`src/rtl/freq_meas_ctrl.sv`:
```
// rtl/freq_meas_ctrl.sv - gated rising-edge counter for frequency measurement
// Define FREQ_MEAS_SYNC_EN to insert a 2-flop synchronizer on sig_in.
module freq_meas_ctrl #(
   parameter int unsigned GATE_CYCLES = 100_000_000,
   parameter int unsigned CNT_W       = 32
) (
   input  logic             clk,
   input  logic             rst,
   input  logic             start,
   input  logic             stop,
   input  logic             cont,
   input  logic             sig_in,
   output logic             gate,
   output logic             busy,
   output logic [CNT_W-1:0] result,
   output logic             valid,
   output logic             overflow
);
   typedef enum logic [1:0] {S_IDLE, S_ARM, S_GATE, S_LATCH} state_t;

   state_t            r_state;
   state_t            w_next;
   logic              r_cont;
   logic [31:0]       r_timer;
   logic [CNT_W-1:0]  r_cnt;
   logic              r_ovf;
   logic              r_cur;
   logic              r_prev;
   logic [CNT_W-1:0]  r_result;
   logic              r_overflow;
   logic              r_valid;
   logic              w_samp;
   logic              w_rise;
   logic              w_timer_done;
   logic              w_cnt_max;

`ifdef FREQ_MEAS_SYNC_EN
   logic r_sync1;
   logic r_sync2;

   always_ff @(posedge clk or posedge rst) begin
      if (rst) begin
         r_sync1 <= 1'b0;
         r_sync2 <= 1'b0;
      end else begin
         r_sync1 <= sig_in;
         r_sync2 <= r_sync1;
      end
   end
   assign w_samp = r_sync2;
`else
   assign w_samp = sig_in;
`endif

   assign w_rise       = r_cur & ~r_prev;
   assign w_timer_done = (r_timer == 32'(GATE_CYCLES - 1));
   assign w_cnt_max    = &r_cnt;

   always_ff @(posedge clk or posedge rst) begin
      if (rst) r_state <= S_IDLE;
      else     r_state <= w_next;
   end

   always_comb begin
      w_next = r_state;
      gate   = 1'b0;
      busy   = 1'b1;
      case (r_state)
         S_IDLE: begin
            busy = 1'b0;
            if (start && !stop) w_next = S_ARM;
         end
         S_ARM:   w_next = stop ? S_IDLE : S_GATE;
         S_GATE: begin
            gate = 1'b1;
            if (stop)              w_next = S_IDLE;
            else if (w_timer_done) w_next = S_LATCH;
         end
         S_LATCH: begin
            if (stop)        w_next = S_IDLE;
            else if (r_cont) w_next = S_ARM;
            else             w_next = S_IDLE;
         end
         default: w_next = S_IDLE;
      endcase
   end

   // Only edges whose detect cycle is a GATE cycle reach the counter.
   always_ff @(posedge clk or posedge rst) begin
      if (rst) begin
         r_cur      <= 1'b0;
         r_prev     <= 1'b0;
         r_cont     <= 1'b0;
         r_timer    <= '0;
         r_cnt      <= '0;
         r_ovf      <= 1'b0;
         r_result   <= '0;
         r_overflow <= 1'b0;
         r_valid    <= 1'b0;
      end else begin
         r_cur   <= w_samp;
         r_prev  <= r_cur;
         r_valid <= 1'b0;
         if (r_state == S_IDLE && start && !stop) r_cont <= cont;
         case (r_state)
            S_ARM: begin
               r_cnt   <= '0;
               r_ovf   <= 1'b0;
               r_timer <= '0;
            end
            S_GATE: begin
               r_timer <= r_timer + 32'd1;
               if (w_rise) begin
                  if (w_cnt_max) r_ovf <= 1'b1;
                  else           r_cnt <= r_cnt + {{(CNT_W-1){1'b0}}, 1'b1};
               end
            end
            S_LATCH: begin
               if (!stop) begin
                  r_result   <= r_cnt;
                  r_overflow <= r_ovf;
                  r_valid    <= 1'b1;
               end
            end
            default: ;
         endcase
      end
   end

   assign result   = r_result;
   assign overflow = r_overflow;
   assign valid    = r_valid;
endmodule

```
`config.mk`:
```
export PLATFORM = sky130hd
export DESIGN_NAME = freq_meas_ctrl
export DESIGN_NICKNAME = d
export VERILOG_FILES = /design/src/rtl/freq_meas_ctrl.sv
export SDC_FILE = /design/constraint.sdc
export NUM_CORES = 1
export LEC_CHECK = 0
export CAP_MARGIN = 40
export CORE_ASPECT_RATIO = 0.75
export CORE_MARGIN = 3
export CORE_UTILIZATION = 48
export CTS_CLUSTER_SIZE = 40
export DETAILED_ROUTE_END_ITERATION = 12
export MAX_ROUTING_LAYER = met4
export PLACE_DENSITY = 0.66
export SYNTH_ARGS = -nofsm -noshare
export SYNTH_HDL_FRONTEND = slang
export SYNTH_SLANG_ARGS = --single-unit
```
`constraint.sdc`:
```
create_clock -name clk -period 8.9 [get_ports clk]
set_input_delay 0.89 -clock clk [delete_from_list [all_inputs] [get_ports clk]]
set_output_delay 0.89 -clock clk [all_outputs]
set_load 0.02 [all_outputs]
```
==> run summary <==
worst-case reg-to-reg path depth = 6
Int Power = 0.7930 mW
Util after Layout = 0.5859
Area Growth Syn to Fin = 15.33%
Worst R2R Setup Slack = 5820 ps
status = complete, no violations
mux cell area share after synthesis = 0.08372
most common cell after layout, fill and taps aside = dfrtp_1
RSZ-0062 raised after global routing = no
CTS sink count = 104
Hold Crit Class = reg2reg
Clock power frac = 0.332
area of the multi-input gates = 2589 sq um
Ant. Diodes = 0
slew margin rel. = 0.4404
Ys Warns = 0
Post-CTS Setup Inserts = 0
endpoint type of the worst setup path = flip-flop
CTS tree = done
CP Max Fanout = 16
Sequential Power Share = 0.413
critical path type = reg2reg
most frequent cells in the layout = dfrtp_1, clkdlybuf4s50_1, nand2_1
grt ovf = 0
1st-pass router iterations = 5
FF-to-FF End = r_cnt[14]
GRT Total Usage = 0.2138
simple-gate area share of the yosys netlist = 0.2204
Area contributors post-synth = dfrtp_1, mux2_2, nand2_1
H-tree depth = 3
arrival time at the worst endpoint = 3360 ps
Tightest Pin Transition = 839.5 ps
sw frac = 0.3353
wire length of the first global-routing pass = 21180 um
HPWL after DPL = 8597 um
Final Hold Vio Count = 0
Final Max Tran Viols = 0
main combinational cell family by area after synthesis = simple AND/OR/NAND/NOR gates
Core Box Area = 10650 sq um
pwr/cell area = 191.2 nW/um^2
TritonCTS Buffers = 9
CP required = 9180 ps
clk_lat worst skew = 340 ps
XOR/XNOR share of the synthesized area = 0.02752
final wirelength = 12770 um
die width = 128.6 um
DR iter-0 viols = 382
end point of the critical path = r_cnt[14]
Root Buffer = clkbuf_16
share of cells above drive strength 1 = 0.1226
die area = 12590 sq um
fmax = 0.3248 GHz
I/O Buffers = 41
Remaining DRCs = 0
FP Rows = 32
RR Startpoint = r_cnt[0]
I/O Pins = 42
# nets final = 579
Yosys cell types = 58
Placer Congestion = 0.8379
pin count of the biggest net entering global routing = 55
crit path launch = r_cnt[0]
synthesized instance count = 539
antenna violations before repair = 0
clk buf depth = 2
synthesis-stage register bit count = 104
post-route clock skew = 9.446 ps
Initial Util = 0.5080
PostCTS Resize Cnt = 0
Async S/R FF share, synth = 1.000
Worst Setup Start Kind = flip-flop
sequential fraction of the synthesis area = 0.4810
Compound-Gate Fraction of Synth Area = 0.1293
Tcrit/Tclk final = 0.3459
EDFF count, synth = 0
number of global-route vias before repair = 4065
LEAKAGE = 2.633 nW
net switching power = 0.4001 mW
setup violators final = 0
via total after detailed routing = 4315
# fillers = 911
die height = 97.94 um
Top FF cell, synth = dfrtp_1
TNS Setup = 0 ps
power share of the combinational group = 0.256
Vias/cell = 6.103
Register Area = 2603 sq um
net count after synthesis = 552
max capacitance violation total = 0
Avg Inst Size Synth = 10.04 sq um
area leader, netlist = dfrtp_1
Clock Pin Slew Worst Setup and Hold Paths = 70 ps
Mapped Area = 5410 sq um
# hold bufs at CTS = 0
Detail Route Antenna Nets = 0
Avg WL per Cell = 18.06 um
share of the synthesized area in the top cell type = 0.4810
area share of fa/ha/maj cells after synthesis = 0.01619
maximum vdd drop = 0.1237 mV
Period minus WS final = 3079 ps
-- per-layer routing --
metal,routed length [um],vias up,track usage
met5,0,-,-
met4,131,0,0.05730
met3,635,9,0.04429
met2,5218,120,0.2741
met1,6782,2136,0.3386
li1,-,2050,-
-- sequential cells by signal, summed over array words and instances (netlist names) --
register	cells
r_timer	32
r_ovf	1
r_cont	1
valid	1
overflow	1
r_state	2
result	32
r_cnt	32
r_prev	1
r_cur	1
-- power by group through the flow --
stage          combinational, mW  clock (mW)  sequential [mW]
2_1_floorplan              0.208           0            0.501
5_1_grt                    0.332       0.423            0.494
3_5_place_dp               0.301           0            0.502
6_report                   0.305       0.396            0.492
4_1_cts                    0.304       0.405            0.492
3_3_place_gp               0.285           0            0.501
-- critical path, stage by stage (launching register included) --
cell,delay [ps]
dfrtp_1,440
ha_1,220
and3_1,360
and4_1,390
nand4_2,480
a21oi_2,830
a221o_1,290
-- logic make-up after synthesis --
logic type,after synthesis
mux,41
fa+ha+maj,7
compound gates,98
buf+inv,57
simple gates,215
xor+xnor,17
flops,104
-- synthesized netlist by cell type, types with 10 or more instances --
cell and n:
xnor2_1 14, or3_1 11, nand3_1 26, nor3_1 17, mux2_2 34, nand2_1 36, nand4_1 17, a21oi_1 16
inv_1 24, and3_1 12, and4_1 11, clkbuf_1 19, nor2_1 34, buf_2 10, dfrtp_1 104, nor4_1 16
o21ai_0 20
-- area by class of cell --
type / count / area share
flip-flops and latches: 104 / 0.4171
multi-input cells: 378 / 0.4149
repair buffers: 48 / 0.07740
clock buffers: 11 / 0.03890
well taps: 136 / 0.02727
inverters: 25 / 0.01544
clock inverters: 5 / 0.009023
-- worst min-delay path by stage --
| stage | start | endpoint | slack (ps) | cells after the start |
|---|---|---|---|---|
| 2_1_floorplan | r_cur | r_prev | 350 | 0 |
| 3_3_place_gp | r_cur | r_prev | 400 | 0 |
| 3_5_place_dp | r_cur | r_prev | 380 | 0 |
| 4_1_cts | r_cur | r_prev | 410 | 0 |
| 5_1_grt | r_cur | r_prev | 420 | 0 |
| 6_report | r_cur | r_prev | 410 | 0 |
-- through the flow --
stage | power, mW | instances | worst slack (ps) | area (sq um) | hold WS, ps
5_1_grt | 1.248 | 707 | 5664 | 6240 | 422.5
4_1_cts | 1.201 | 707 | 5840 | 6240 | 413.6
2_1_floorplan | 0.7095 | 539 | 5278 | 5410 | 354.0
6_report | 1.193 | 707 | 5821 | 6240 | 409.2
3_3_place_gp | 0.7864 | 689 | 6071 | 5906 | 403.6
3_5_place_dp | 0.8028 | 691 | 5960 | 5941 | 384.9
Note: power is estimated with default switching activity, not from simulation.
